**src/rtl/serial_bus_arbiter_tx_pkg.sv**
```systemverilog
`default_nettype none
// ============================================================================
// Package     : bus_pkg
// Description : Shared frame definitions for the single-wire serial bus
//               (frame states, line levels, default CRC polynomial, sizing).
// Revision    : 1.0 - initial release
// ============================================================================
package bus_pkg;

  typedef enum logic [2:0] {
    IDLE  = 3'd0,
    START = 3'd1,
    SRC   = 3'd2,
    DST   = 3'd3,
    DATA  = 3'd4,
    CRC   = 3'd5,
    STOP  = 3'd6
  } frame_state_e;

  localparam logic START_BIT  = 1'b0;
  localparam logic STOP_BIT   = 1'b1;
  localparam logic IDLE_LEVEL = 1'b1;

  // x^4 + x + 1, top bit implicit
  localparam logic [3:0] DEFAULT_CRC_POLY = 4'b0011;

  // Bus cycles occupied by one frame, START through STOP inclusive
  function automatic int frame_len(input int addr_w, input int data_w, input int crc_w);
    return 2 + 2 * addr_w + data_w + crc_w;
  endfunction

  // Width of a down-counter able to hold max_w-1 (at least one bit)
  function automatic int cnt_width(input int max_w);
    return (max_w > 1) ? $clog2(max_w) : 1;
  endfunction

endpackage
`default_nettype wire

```
**src/rtl/serial_bus_arbiter_tx_if.sv**
```systemverilog
`default_nettype none
// ============================================================================
// Interface   : serial_bus_arbiter_tx_if
// Description : Sender-channel request/payload bundle plus serial bus status.
//               master = sender register banks, slave = transmitter.
// Revision    : 1.0 - initial release
// ============================================================================
interface serial_bus_arbiter_tx_if #(
  parameter int N      = 16,
  parameter int ADDR_W = 4,
  parameter int DATA_W = 64
);
  logic [N-1:0]        req;
  logic [N*DATA_W-1:0] data;
  logic [N*ADDR_W-1:0] rx_addr;
  logic [N-1:0]        grant;
  logic                busy;
  logic                frame_done;
  logic                bus_out;

  modport master (
    output req, data, rx_addr,
    input  grant, busy, frame_done, bus_out
  );

  modport slave (
    input  req, data, rx_addr,
    output grant, busy, frame_done, bus_out
  );
endinterface
`default_nettype wire

```
**src/rtl/serial_bus_arbiter_tx_crc_serial.sv**
```systemverilog
`default_nettype none
// ============================================================================
// Module      : crc_serial
// Description : Bit-serial CRC register, MSB-first, zero initial value, no
//               final XOR. Shared between bus transmitter and receiver.
// Revision    : 1.0 - initial release
// ============================================================================
module crc_serial
  import bus_pkg::*;
#(
  parameter int                CRC_W    = 4,
  parameter logic [CRC_W-1:0]  CRC_POLY = CRC_W'(DEFAULT_CRC_POLY)
) (
  input  logic             clock,
  input  logic             reset_n,
  input  logic             clr,
  input  logic             en,
  input  logic             bit_in,
  output logic [CRC_W-1:0] crc
);

  logic w_fb;

  assign w_fb = crc[CRC_W-1] ^ bit_in;

  // Shift one message bit into the CRC; clr restarts it for a new frame
  always_ff @(posedge clock or negedge reset_n) begin
    if (!reset_n) begin
      crc <= '0;
    end else if (clr) begin
      crc <= '0;
    end else if (en) begin
      crc <= (crc << 1) ^ (w_fb ? CRC_POLY : '0);
    end
  end

endmodule
`default_nettype wire

```
**src/rtl/serial_bus_arbiter_tx.sv**
```systemverilog
`default_nettype none
// ============================================================================
// Module      : serial_bus_arbiter_tx
// Description : Round-robin arbiter over N sender channels that latches the
//               winner's payload and serialises START/SRC/DST/DATA/CRC/STOP
//               onto a single idle-high bus line.
// Revision    : 1.0 - initial release
// ============================================================================
module serial_bus_arbiter_tx
  import bus_pkg::*;
#(
  parameter int               N        = 16,
  parameter int               ADDR_W   = 4,
  parameter int               DATA_W   = 64,
  parameter int               CRC_W    = 4,
  parameter logic [CRC_W-1:0] CRC_POLY = CRC_W'(DEFAULT_CRC_POLY)
) (
  input  logic                   clock,
  input  logic                   reset_n,
  serial_bus_arbiter_tx_if.slave bus
);

  localparam int MAX_W = (ADDR_W > DATA_W) ? ((ADDR_W > CRC_W) ? ADDR_W : CRC_W)
                                           : ((DATA_W > CRC_W) ? DATA_W : CRC_W);
  localparam int CNT_W = cnt_width(MAX_W);

  localparam logic [2:0] S_IDLE  = IDLE;
  localparam logic [2:0] S_START = START;
  localparam logic [2:0] S_SRC   = SRC;
  localparam logic [2:0] S_DST   = DST;
  localparam logic [2:0] S_DATA  = DATA;
  localparam logic [2:0] S_CRC   = CRC;
  localparam logic [2:0] S_STOP  = STOP;

  localparam logic [CNT_W-1:0] ADDR_LAST = CNT_W'(ADDR_W - 1);
  localparam logic [CNT_W-1:0] DATA_LAST = CNT_W'(DATA_W - 1);
  localparam logic [CNT_W-1:0] CRC_LAST  = CNT_W'(CRC_W - 1);

  logic [2:0]        r_state, w_next_state;
  logic [CNT_W-1:0]  r_cnt, w_next_cnt, w_cnt_m1;
  logic              w_next_bit;
  logic [ADDR_W-1:0] r_rr_ptr, r_src, r_dst;
  logic [DATA_W-1:0] r_data;
  logic [N-1:0]      r_grant;
  logic              r_bus_out, r_busy, r_frame_done;

  logic [2*N-1:0]    w_req_dbl;
  logic [N-1:0]      w_rot;
  logic              w_any_req, w_take, w_crc_en;
  logic [ADDR_W-1:0] w_winner, w_win_addr;
  logic [DATA_W-1:0] w_win_data;
  logic [CRC_W-1:0]  w_crc;
  logic              w_src_bit, w_dst_bit, w_data_bit, w_crc_bit;

  // Requests rotated so that bit 0 is the channel at the round-robin pointer
  assign w_req_dbl = {bus.req, bus.req};
  assign w_rot     = N'(w_req_dbl >> r_rr_ptr);

  // Lowest rotated position wins; map it back to an absolute channel index
  always_comb begin
    w_any_req = 1'b0;
    w_winner  = '0;
    for (int j = N - 1; j >= 0; j--) begin
      if (w_rot[j]) begin
        w_any_req = 1'b1;
        w_winner  = (int'(r_rr_ptr) + j >= N) ? ADDR_W'(int'(r_rr_ptr) + j - N)
                                              : ADDR_W'(int'(r_rr_ptr) + j);
      end
    end
  end

  assign w_take     = (r_state == S_IDLE) && w_any_req;
  assign w_win_data = DATA_W'(bus.data >> (int'(w_winner) * DATA_W));
  assign w_win_addr = ADDR_W'(bus.rx_addr >> (int'(w_winner) * ADDR_W));

  // Field bits below the MSB, selected by the down-counter
  assign w_cnt_m1   = r_cnt - CNT_W'(1);
  assign w_src_bit  = |(r_src & (ADDR_W'(1) << w_cnt_m1));
  assign w_dst_bit  = |(r_dst & (ADDR_W'(1) << w_cnt_m1));
  assign w_data_bit = |(r_data & (DATA_W'(1) << w_cnt_m1));
  assign w_crc_bit  = |(w_crc & (CRC_W'(1) << w_cnt_m1));

  // Next field, counter and the bit to drive on the line for the next cycle
  always_comb begin
    w_next_state = r_state;
    w_next_cnt   = r_cnt;
    w_next_bit   = IDLE_LEVEL;
    case (r_state)
      S_IDLE: begin
        if (w_any_req) begin
          w_next_state = S_START;
          w_next_bit   = START_BIT;
        end
      end
      S_START: begin
        w_next_state = S_SRC;
        w_next_cnt   = ADDR_LAST;
        w_next_bit   = r_src[ADDR_W-1];
      end
      S_SRC: begin
        if (r_cnt == '0) begin
          w_next_state = S_DST;
          w_next_cnt   = ADDR_LAST;
          w_next_bit   = r_dst[ADDR_W-1];
        end else begin
          w_next_cnt   = w_cnt_m1;
          w_next_bit   = w_src_bit;
        end
      end
      S_DST: begin
        if (r_cnt == '0) begin
          w_next_state = S_DATA;
          w_next_cnt   = DATA_LAST;
          w_next_bit   = r_data[DATA_W-1];
        end else begin
          w_next_cnt   = w_cnt_m1;
          w_next_bit   = w_dst_bit;
        end
      end
      S_DATA: begin
        if (r_cnt == '0) begin
          w_next_state = S_CRC;
          w_next_cnt   = CRC_LAST;
          w_next_bit   = w_crc[CRC_W-1];
        end else begin
          w_next_cnt   = w_cnt_m1;
          w_next_bit   = w_data_bit;
        end
      end
      S_CRC: begin
        if (r_cnt == '0) begin
          w_next_state = S_STOP;
          w_next_bit   = STOP_BIT;
        end else begin
          w_next_cnt   = w_cnt_m1;
          w_next_bit   = w_crc_bit;
        end
      end
      S_STOP: begin
        w_next_state = S_IDLE;
      end
      default: begin
        w_next_state = S_IDLE;
      end
    endcase
  end

  // CRC absorbs each SRC/DST/DATA bit at the edge it is placed on the line,
  // so the register is final by the time the CRC field starts
  assign w_crc_en = (w_next_state == S_SRC) || (w_next_state == S_DST) ||
                    (w_next_state == S_DATA);

  crc_serial #(
    .CRC_W    (CRC_W),
    .CRC_POLY (CRC_POLY)
  ) u_crc (
    .clock   (clock),
    .reset_n (reset_n),
    .clr     (w_take),
    .en      (w_crc_en),
    .bit_in  (w_next_bit),
    .crc     (w_crc)
  );

  // Frame sequencing, payload latch on grant, and registered bus outputs
  always_ff @(posedge clock or negedge reset_n) begin
    if (!reset_n) begin
      r_state      <= S_IDLE;
      r_cnt        <= '0;
      r_bus_out    <= IDLE_LEVEL;
      r_busy       <= 1'b0;
      r_frame_done <= 1'b0;
      r_grant      <= '0;
      r_rr_ptr     <= '0;
      r_src        <= '0;
      r_dst        <= '0;
      r_data       <= '0;
    end else begin
      r_state      <= w_next_state;
      r_cnt        <= w_next_cnt;
      r_bus_out    <= w_next_bit;
      r_busy       <= (w_next_state != S_IDLE);
      r_frame_done <= (w_next_state == S_STOP);
      r_grant      <= w_take ? (N'(1) << w_winner) : '0;
      if (w_take) begin
        r_src    <= w_winner;
        r_dst    <= w_win_addr;
        r_data   <= w_win_data;
        r_rr_ptr <= (w_winner == ADDR_W'(N - 1)) ? '0 : w_winner + ADDR_W'(1);
      end
    end
  end

  assign bus.grant      = r_grant;
  assign bus.busy       = r_busy;
  assign bus.frame_done = r_frame_done;
  assign bus.bus_out    = r_bus_out;

endmodule
`default_nettype wire

```
**src/flat_wrapper.sv**
```systemverilog
// flat-port wrapper written by rule: the top's interface ports become plain ports
module serial_bus_arbiter_tx_flat import bus_pkg::*;
#(
  parameter int               N        = 16,
  parameter int               ADDR_W   = 4,
  parameter int               DATA_W   = 64,
  parameter int               CRC_W    = 4,
  parameter logic [CRC_W-1:0] CRC_POLY = CRC_W'(DEFAULT_CRC_POLY)
)
  (clock, reset_n, bus_req, bus_data, bus_rx_addr, bus_grant, bus_busy, bus_frame_done, bus_bus_out);
  serial_bus_arbiter_tx_if #(.N(N), .ADDR_W(ADDR_W), .DATA_W(DATA_W)) bus_i ();
  input  logic clock;
  input  logic reset_n;
  input wire logic [$bits(bus_i.req)-1:0] bus_req;
  input wire logic [$bits(bus_i.data)-1:0] bus_data;
  input wire logic [$bits(bus_i.rx_addr)-1:0] bus_rx_addr;
  output wire logic [$bits(bus_i.grant)-1:0] bus_grant;
  output wire logic [$bits(bus_i.busy)-1:0] bus_busy;
  output wire logic [$bits(bus_i.frame_done)-1:0] bus_frame_done;
  output wire logic [$bits(bus_i.bus_out)-1:0] bus_bus_out;
  assign bus_i.req = bus_req;
  assign bus_i.data = bus_data;
  assign bus_i.rx_addr = bus_rx_addr;
  assign bus_grant = bus_i.grant;
  assign bus_busy = bus_i.busy;
  assign bus_frame_done = bus_i.frame_done;
  assign bus_bus_out = bus_i.bus_out;
  serial_bus_arbiter_tx #(.N(N), .ADDR_W(ADDR_W), .DATA_W(DATA_W), .CRC_W(CRC_W), .CRC_POLY(CRC_POLY)) u_core (.clock(clock), .reset_n(reset_n), .bus(bus_i));
endmodule
```
**config.mk**
```make
export PLATFORM = sky130hd
export DESIGN_NAME = serial_bus_arbiter_tx_flat
export DESIGN_NICKNAME = d
export VERILOG_FILES = /design/src/rtl/serial_bus_arbiter_tx_pkg.sv /design/src/rtl/serial_bus_arbiter_tx_if.sv /design/src/rtl/serial_bus_arbiter_tx_crc_serial.sv /design/src/rtl/serial_bus_arbiter_tx.sv /design/src/flat_wrapper.sv
export SDC_FILE = /design/constraint.sdc
export NUM_CORES = 1
export LEC_CHECK = 0
export ABC_AREA = 1
export BUFFER_PORTS_ARGS = -buffer_cell sky130_fd_sc_hd__clkbuf_2
export CORE_AREA = 2 2 441 443
export CTS_CLUSTER_SIZE = 25
export DETAILED_ROUTE_END_ITERATION = 6
export DIE_AREA = 0 0 443 445
export GPL_TIMING_DRIVEN = 0
export PLACE_DENSITY = 0.35
export SLEW_MARGIN = 20
export SYNTH_ARGS = -nofsm -noshare
export SYNTH_HDL_FRONTEND = slang
export SYNTH_SLANG_ARGS = --single-unit
```
**constraint.sdc**
```tcl
create_clock -name clock -period 2.9 [get_ports clock]
set_clock_uncertainty 0.05 [all_clocks]
set_input_delay 0.145 -clock clock [delete_from_list [all_inputs] [get_ports clock]]
set_output_delay 0.145 -clock clock [all_outputs]
set_load 0.05 [all_outputs]
```
==> metrics.log <==
[metrics] status: finished, violations left
[metrics] failing checks: setup timing
[metrics] # port buffers: 1,124
[metrics] overall via count from detail_route: 34,135
[metrics] slowest stage cell on the critical path: dfrtp_2
[metrics] number of rows in the core area: 161
[metrics] total setup violations reported at the end of the flow: 99
[metrics] clock sink count: 108
[metrics] depth of the CTS H-tree: 3
[metrics] Arr. time, crit path: 4.29 ns
[metrics] cell area after synthesis: 21,100 um^2
[metrics] cell at the root of the clock tree: clkbuf_16
[metrics] most used flip-flop cell after synthesis: dfrtp_1
[metrics] biggest fanout along the worst timing path: 8
[metrics] remaining design rule violation count: 0
[metrics] Final Max Slew Viols: 0
[metrics] violation count after the first detailed-route iteration: 3,058
[metrics] Mapped Nets: 5,380
[metrics] later-pin clock latency in the skew report: 0.41 ns
[metrics] min-delay worst type: in -> async
[metrics] ANT nets after route: 0
[metrics] global routing usage on met3: 3.86%
[metrics] slack of the worst reg-to-reg path: -1.15 ns
[metrics] Synth warnings: 0
[metrics] Critical Path Most Common Cell: nand2_1
[metrics] worst path bufs/invs: 5
[metrics] floorplan die height: 445 um
[metrics] die area: 197,000 um^2
[metrics] First-pass DRT Iterations: 6
[metrics] start-to-end type of the worst setup path: reg -> reg
[metrics] Vias per Instance: 4.25
[metrics] Avg Inst Size Synth: 4.96 um^2
[metrics] Async SR Flop Fraction: 100%
[metrics] endpoint type of the worst setup path: flop
[metrics] number of violations of the max-capacitance limit: 0
[metrics] count of nets after finishing: 6,608
[metrics] CP peak stage delay: 0.48 ns
[metrics] number of cells produced by synthesis: 4,256
[metrics] grt ovf: 0
[metrics] overall die width: 443 um
[metrics] most common cell in the synthesized netlist: nand2_1
[metrics] gr busiest metal: met2
[metrics] number of clock buffers inserted by TritonCTS: 9
[metrics] synth-to-layout area growth: 68.2%
[metrics] number of antenna violations at the first check in global routing: 94
[metrics] total placed instance area: 30,200 um^2
[metrics] unrepaired setup endpoints after global routing: true
[metrics] Final Instance Area: 35,500 um^2
[metrics] final cycle utilization of the critical path: 140%
[metrics] Global Route met1 Usage: 27.9%
[metrics] Setup crit start: u_core.r_rr_ptr[0]$_DFFE_PN0P_
[metrics] Crit Reg-Reg Startpoint: u_core.r_rr_ptr[0]$_DFFE_PN0P_
[metrics] transition at the pin with the smallest max-transition slack: 0.799 ns
[metrics] EDFF count, synth: 0
[metrics] worst-case clock buffer depth: 2
[metrics] total wire length after detailed routing: 234,000 um
[metrics] layout filler cell count: 22,844
[metrics] I/O pin total: 1,125
[metrics] total of flip-flops plus latches after synthesis: 108
[metrics] average wire length per cell after detail routing: 29.2 um
[metrics] RD Place Congestion: 0.938
[metrics] Crit Reg-Reg Endpoint: u_core.r_dst[0]$_DFFE_PN0P_
[metrics] number of unique standard cell types used by synthesis: 44
[metrics] maximum frequency from static timing analysis: 247 MHz
[metrics] TritonCTS clock tree: done
[metrics] ratio of cells with drive above 1 in the final layout: 36.3%
[metrics] effective utilization at floorplan: 11.0%
[metrics] Worst Setup Slack, final: -1.15 ns
[metrics] vias in the first global route: 33,535
[metrics] startpoint types: flop
[metrics] sequential element share of the synthesized area: 12.8%
[metrics] cell types occupying the most area after synthesis: nand2_1 32%, nand3_1 22%, dfrtp_1 13%
[metrics] data required time at the worst endpoint: 3.14 ns
[metrics] fraction of post-synthesis cell area in the top cell type by area: 32.4%
[metrics] time the final worst path needs with I/O delays and setup: 4.05 ns
[metrics] most frequent cells after synthesis: 1,825 x nand2_1, 915 x nand3_1, 599 x inv_1
[metrics] placed wire-length estimate: 198,000 um
[metrics] CP top delay family: simple AND/OR/NAND/NOR gates
[metrics] wire length of the first global-routing pass: 301,000 um
[metrics] Worst Reg-to-Reg Cells: 29
[metrics] WP depth: 29
[metrics] worst slew margin relative to its limit: 46.7%
[metrics] M2 GR Usage: 40.3%
[metrics] Overall Global Routing Usage: 22.5%
[metrics] placeable core area: 192,000 um^2
[metrics] largest net degree at the start of global routing: 75
[metrics] Worst-path clk slew: 0.09 ns
[metrics] Yosys top cell by area: nand2_1
[metrics] total count of hold-check failures in the final report: 0
through the flow:
step,TNS [ns],worst slack (ns),util (%),hold WS [ns],std cells
global route,-118.17,-1.39,18.5,0.205,8026
finish,-91.84,-1.15,18.5,0.176,8038
detailed placement,-201.58,-2.88,15.7,0.0497,7910
CTS,-101.80,-1.24,17.3,0.135,7971
global placement,-286.23,-3.66,15.7,0.427,7906
floorplan,-5.03,-0.135,-,-0.201,4256
state kept, by name, indices dropped and copies added, names as in the netlist:
name / flops
u_core.bus.grant: 16
u_core.r_cnt: 6
u_core.bus.frame_done: 1
u_core.u_crc.crc: 4
u_core.r_src: 4
u_core.r_dst: 4
u_core.bus.busy: 1
u_core.r_state: 3
u_core.bus.bus_out: 1
u_core.r_rr_ptr: 4
u_core.r_data: 64
repair_timing:
item | CTS | global route
setup buffers | 38 | 33
hold endpoints to repair | 34 | 0
hold buffers | 1 | 0
gates cloned | 7 | 13
resized for setup | 606 | 439
endpoints found under the setup margin | 99 | 103
pin swaps | 40 | 92
area by class of cell:
class                      instances  area [um^2]  area share [%]
multi-input combinational       3223        17000            47.8
timing repair buffer            1218         6990            19.7
tap                             2526         3160            8.90
buffer                           309         2990            8.42
sequential                       108         2710            7.62
inverter                         614         2340            6.60
clock buffer                       9          225           0.634
clock inverter                     7         75.1           0.211
antenna                           23         57.6           0.162
timing repair inverter             1         3.75          0.0106
layout by cell type, fill, tap and decap left out, types with 37 or more instances in the layout:
master | Yosys | layout
nor2_1 | 75 | 69
o21ai_0 | 43 | 39
nand3_1 | 915 | 755
o21ai_1 | 88 | 51
clkbuf_2 | 0 | 1173
o21ai_2 | 2 | 37
nand3b_1 | 75 | 75
nand2_4 | 2 | 89
nand2_2 | 7 | 131
dfrtp_1 | 107 | 105
buf_4 | 20 | 88
buf_6 | 41 | 53
inv_1 | 599 | 587
nand3_2 | 6 | 130
nand2_1 | 1825 | 1604
buf_12 | 0 | 45
nand4_1 | 99 | 99
worst max-delay path by stage:
stage,endpoint,slack (ns)
3_3_place_gp,u_core.r_data[63]$_DFFE_PN0P_,-3.66
6_report,u_core.r_dst[0]$_DFFE_PN0P_,-1.15
3_5_place_dp,u_core.r_data[6]$_DFFE_PN0P_,-2.88
5_1_grt,u_core.r_dst[0]$_DFFE_PN0P_,-1.39
4_1_cts,u_core.r_data[38]$_DFFE_PN0P_,-1.24
2_1_floorplan,u_core.r_rr_ptr[3]$_DFFE_PN0P_,-0.14
cells by family (layout without fill, tap and decap cells):
group                      count (synthesis)  in the layout  share of synthesized area (%)
buffers and inverters                    926           2158                           19.0
AOI/OAI and AO/OA                        170            171                           4.43
and+or+nand+nor                         3021           3021                           62.1
xor gates and xnor gates                  13             13                          0.539
DFF                                      108            108                           12.8
other                                      0             23                              0
adders and majority gates                 18             18                           1.07
per-layer routing:
| metal | vias to the layer above | part of all wire [%] |
|---|---|---|
| li1 | 15853 | - |
| met1 | 16455 | 41 |
| met2 | 1529 | 50 |
| met5 | - | 0.12 |
| met3 | 252 | 6.3 |
| met4 | 46 | 2.5 |
Power is left out: the tool's default activity adds up to more than one toggle a clock period on the data nets, which glitch-free logic cannot reach.
